### config.mk
export PLATFORM = sky130hd
export DESIGN_NAME = rr_encoder
export DESIGN_NICKNAME = d
export VERILOG_FILES = /design/src/rtl/rr_encoder_pkg.sv /design/src/rtl/rr_pick.sv /design/src/rtl/rr_encoder.sv
export SDC_FILE = /design/constraint.sdc
export NUM_CORES = 1
export LEC_CHECK = 0
export ABC_AREA = 1
export BUFFER_PORTS_ARGS = -buffer_cell sky130_fd_sc_hd__buf_2
export CORE_MARGIN = 2
export CORE_UTILIZATION = 50
export DETAILED_ROUTE_END_ITERATION = 16
export PLACE_DENSITY = 0.85
export SLEW_MARGIN = 20
export SYNTH_ARGS = -nofsm -noshare
export SYNTH_HDL_FRONTEND = slang
export SYNTH_SLANG_ARGS = --single-unit
### constraint.sdc
create_clock -name clk -period 3.7 [get_ports clk]
set_input_delay 0.185 -clock clk [delete_from_list [all_inputs] [get_ports clk]]
set_output_delay 0.185 -clock clk [all_outputs]
set_load 0.01 [all_outputs]
### src/rtl/rr_encoder_pkg.sv
// Shared mode encodings and index-width helper for rr_encoder and rr_pick.
package rr_encoder_pkg;

  localparam logic MODE_FIXED = 1'b0;
  localparam logic MODE_RR    = 1'b1;

  // A single request line still needs a 1-bit index port.
  function automatic int idx_width(input int n);
    return (n <= 2) ? 1 : $clog2(n);
  endfunction

endpackage

### src/rtl/rr_pick.sv
// Combinational pick of one active request: lowest set bit, or the first set bit at/after start with wrap.
module rr_pick
  import rr_encoder_pkg::*;
#(
  parameter int N = 8,
  parameter int W = idx_width(N)
) (
  input  logic [N-1:0] req,
  input  logic [W-1:0] start,
  input  logic         mode,
  output logic         found,
  output logic [W-1:0] winner
);

  logic [W-1:0]   eff;
  logic [N-1:0]   masked;
  logic [2*N-1:0] dbl;
  logic           hit;

  // Upper half is the unmasked vector, so a scan that falls off the masked half wraps to index 0.
  always_comb begin
    eff    = (mode == MODE_RR) ? start : '0;
    masked = '0;
    for (int i = 0; i < N; i++)
      masked[i] = req[i] && (i >= int'(eff));
    dbl    = {req, masked};
    found  = |req;
    winner = '0;
    hit    = 1'b0;
    for (int i = 0; i < 2*N; i++) begin
      if (!hit && dbl[i]) begin
        hit    = 1'b1;
        winner = (i >= N) ? W'(i - N) : W'(i);
      end
    end
  end

endmodule

### src/rtl/rr_encoder.sv
// Registered priority encoder with valid/ready output and fixed-priority or round-robin selection.
module rr_encoder
  import rr_encoder_pkg::*;
#(
  parameter  int N = 8,
  localparam int W = idx_width(N)
) (
  input  logic         clk,
  input  logic         rst,
  input  logic         enable,
  input  logic         mode,
  input  logic [N-1:0] req,
  input  logic         out_ready,
  output logic         out_valid,
  output logic [W-1:0] out_idx,
  output logic [N-1:0] out_onehot,
  output logic [W-1:0] ptr
);

  logic         found;
  logic [W-1:0] winner;
  logic         cap;

  rr_pick #(.N(N), .W(W)) u_pick (
    .req    (req),
    .start  (ptr),
    .mode   (mode),
    .found  (found),
    .winner (winner)
  );

  // A free slot or a same-cycle consume both open the register for a new result.
  assign cap = enable && found && (!out_valid || out_ready);

  always_ff @(posedge clk) begin
    if (rst) begin
      out_valid  <= 1'b0;
      out_idx    <= '0;
      out_onehot <= '0;
      ptr        <= '0;
    end else if (cap) begin
      out_valid  <= 1'b1;
      out_idx    <= winner;
      out_onehot <= N'(1) << winner;
      if (mode == MODE_RR)
        ptr <= (winner == W'(N - 1)) ? '0 : winner + W'(1);
    end else if (out_valid && out_ready) begin
      out_valid  <= 1'b0;
      out_onehot <= '0;
    end
  end

endmodule

==> reports/results.tsv <==
metric	value	unit
fp.dieArea	2330	um^2
routed_wl	2.21	mm
worstMarginPinSlew	0.616	ns
synth_edf_count	0	
synth_top_area_share	30.7	%
p_leak	0.585	nW
p_per_area	316	nW/um^2
antenna_cells	0	
status	finished, final reports clean	
ys_seq_area_share	30.7	%
syn-num-nets	159	
comb_power_share	25.6	%
clock-sinks	15	
dr.pass1.iters	4	
cts_setup_buffers	0	
maxSlewViolCount	0	
r2r-start	ptr[2]	
drtIter0Drc	16	
clk_pin_slew	0.09	ns
port_buffers	27	
worst_ep_required_time	3.92	ns
cpLargestDelayFamily	simple AND/OR/NAND/NOR gates	
cp.depth	12	
r2r_setup_slack	1.52	ns
cts_buffer_depth	2	
cp.buffers_inverters	1	
cts_tree	built	
syn_avg_cell_area	6.99	um^2
grt.total_usage	21.7	%
ys_types	24	
synth.cell_area	978	um^2
gr-total-overflow	0	
core-area	1780	um^2
row_count	15	
holdWs	0.187	ns
drcViolationCount	0	
initial_core_util	54.9	%
final_cell_area	1160	um^2
p_switching	125	uW
power_switching_share	33.8	%
path_cells	nand2_2 > nand3_1 > nand2_2 > nor2_8 > nand4_1 > nand3_1 > inv_1 > ha_1 > ha_1 > nor2_1 > nand2_1 > a21oi_1	
cts_htree_levels	1	
finalHoldViolations	0	
drtAntennaViolNets	0	
clockPowerShare	26.6	%
r2r_cells	12	
arrival	2.40	ns
seqPwrFrac	47.8	%
synth_ff_type	dfxtp_1	
maxCapViolCount	0	
min_period_over_period	58.9	%
vias_per_cell	5.29	
grt_pass1_wl	3.57	mm
tns	0	ns
nets	189	
die_w	48.2	um
ys_ff_latch	15	
crit_start	ptr[2]	
crit_path_end_kind	register	
worstSetupPathType	register to register	
start_kind	register	
root_buffer	clkbuf_4	
cp_slowest_cell	dfxtp_1	
synth_top_cells_by_area	dfxtp_1, nand2_1, a21oi_1	
synth_top_area_cell	dfxtp_1	
cts_buffers	3	
ir_drop	292	uV
slowest_delay	0.44	ns
fin_crit	2.18	ns
area_growth	18.9	%
hp-class	primary input to register	
p_int	244	uW
io_pins	28	
cts_hold_buf	0	
post-place-ws	1.53	ns
dp_cells	190	
skew	0.00331	ns
grt_pass1_vias	877	
chipHeight	48.2	um
num-fill-cells	153	
vias	1026	
antenna_found_initial	0	
setup_viol	0	
critPathCapture	ptr[0]	
drive_above_1_share	27.2	%
cts_resized	0	
routedWlPerCell	11.4	um
setup_ws	1.52	ns
final_cells	194	
critPathMaxFanout	8	
rsz0062_at_grt	no	
grt_max_degree	16	
gp_congestion	0.807	
netlist_instances	140	
place_area	1140	um^2
async_reset_ff_share	0	%
yosys-top-cells-count	nand2_1, inv_1, a21oi_1, dfxtp_1, nand3_1	
relSlewSlack	58.9	%
yosys_warnings	0	
max_freq	0.459	GHz
dp_hpwl	1.74	mm
yosysMostFrequentCell	nand2_1	
worstReg2RegEnd	ptr[0]	
insertion_delay	0.29	ns
routing by layer:
layer / GRT usage [%] / up-vias / wire length [um]
li1: - / 534 / -
met1: 25.0 / 468 / 974
met2: 40.0 / 22 / 1150
met3: 4.44 / 2 / 73
met4: 5.95 / 0 / 17
met5: 0 / - / 0
metrics by stage:
step,utilization (%),power (mW)
2_1_floorplan,-,0.243
3_3_place_gp,63.7,0.270
3_5_place_dp,63.7,0.273
4_1_cts,65.3,0.372
5_1_grt,65.3,0.393
6_report,65.3,0.368
how the worst min path moves through the flow:
stage                     cells after the start       endpoint           from  slack (ns)
after CTS                                     3      out_valid         enable        0.18
after global routing                          3      out_valid         enable        0.18
after global placement                        2  out_onehot[1]  out_onehot[1]        0.45
final                                         3      out_valid         enable        0.19
after floorplan                               1  out_onehot[7]            rst        0.25
after detailed placement                      2  out_onehot[6]  out_onehot[6]        0.45
cell families after synthesis:
family | synth area share, %
buf+inv | 7.42
compound gates | 17.1
flops | 30.7
simple gates | 37.1
fa+ha+maj | 7.67
cell usage in the layout (no fill, tap or decap):
cell / synthesis / routed
clkbuf_4: 0 / 3
o21ai_0: 6 / 6
clkinv_2: 0 / 1
nand2_1: 33 / 33
nand3_1: 10 / 10
a21oi_4: 1 / 1
nor2_2: 2 / 2
nor2_8: 1 / 1
nand2_2: 7 / 7
nand4_1: 9 / 9
o21ai_2: 2 / 2
nor2_1: 6 / 6
or2_1: 1 / 1
nand3_2: 1 / 1
o21ai_1: 1 / 1
dfxtp_1: 15 / 15
nor2_4: 1 / 1
clkinv_1: 1 / 1
o2111ai_1: 1 / 1
a21oi_1: 15 / 15
inv_1: 16 / 16
o21bai_1: 2 / 2
buf_2: 1 / 27
ha_1: 6 / 6
nor4_1: 1 / 1
power by group through the flow:
| stage | Clock (mW) | Sequential [mW] | Combinational [mW] |
|---|---|---|---|
| 2_1_floorplan | 0 | 0.183 | 0.0594 |
| 3_3_place_gp | 0 | 0.179 | 0.0908 |
| 3_5_place_dp | 0 | 0.180 | 0.0936 |
| 4_1_cts | 0.101 | 0.176 | 0.0941 |
| 5_1_grt | 0.109 | 0.178 | 0.106 |
| 6_report | 0.0979 | 0.176 | 0.0944 |
layout make-up:
type / count / area [um^2] / share of cell area (%)
sequential: 15 / 300 / 25.8
clock buffer: 3 / 22.5 / 1.94
timing repair buffer: 27 / 135 / 11.6
multi-input combinational: 106 / 606 / 52.0
inverter: 17 / 63.8 / 5.48
tap: 25 / 31.3 / 2.69
clock inverter: 1 / 5.00 / 0.430
sequential cells by signal, summed over array words and instances, names as in the netlist:
name,count
out_onehot,8
out_idx,3
ptr,3
out_valid,1
worst register-to-register path: cells and delay by family, from the launching register on:
family | cells | cell delay (ns)
AO/OA/AOI/OAI | 1 | 0.13
buffers and inverters | 1 | 0.10
flip-flops | 1 | 0.44
AND/OR/NAND/NOR | 8 | 1.03
adder cells (fa/ha/maj) | 2 | 0.42
No activity file was read; power rests on OpenSTA's default activity.
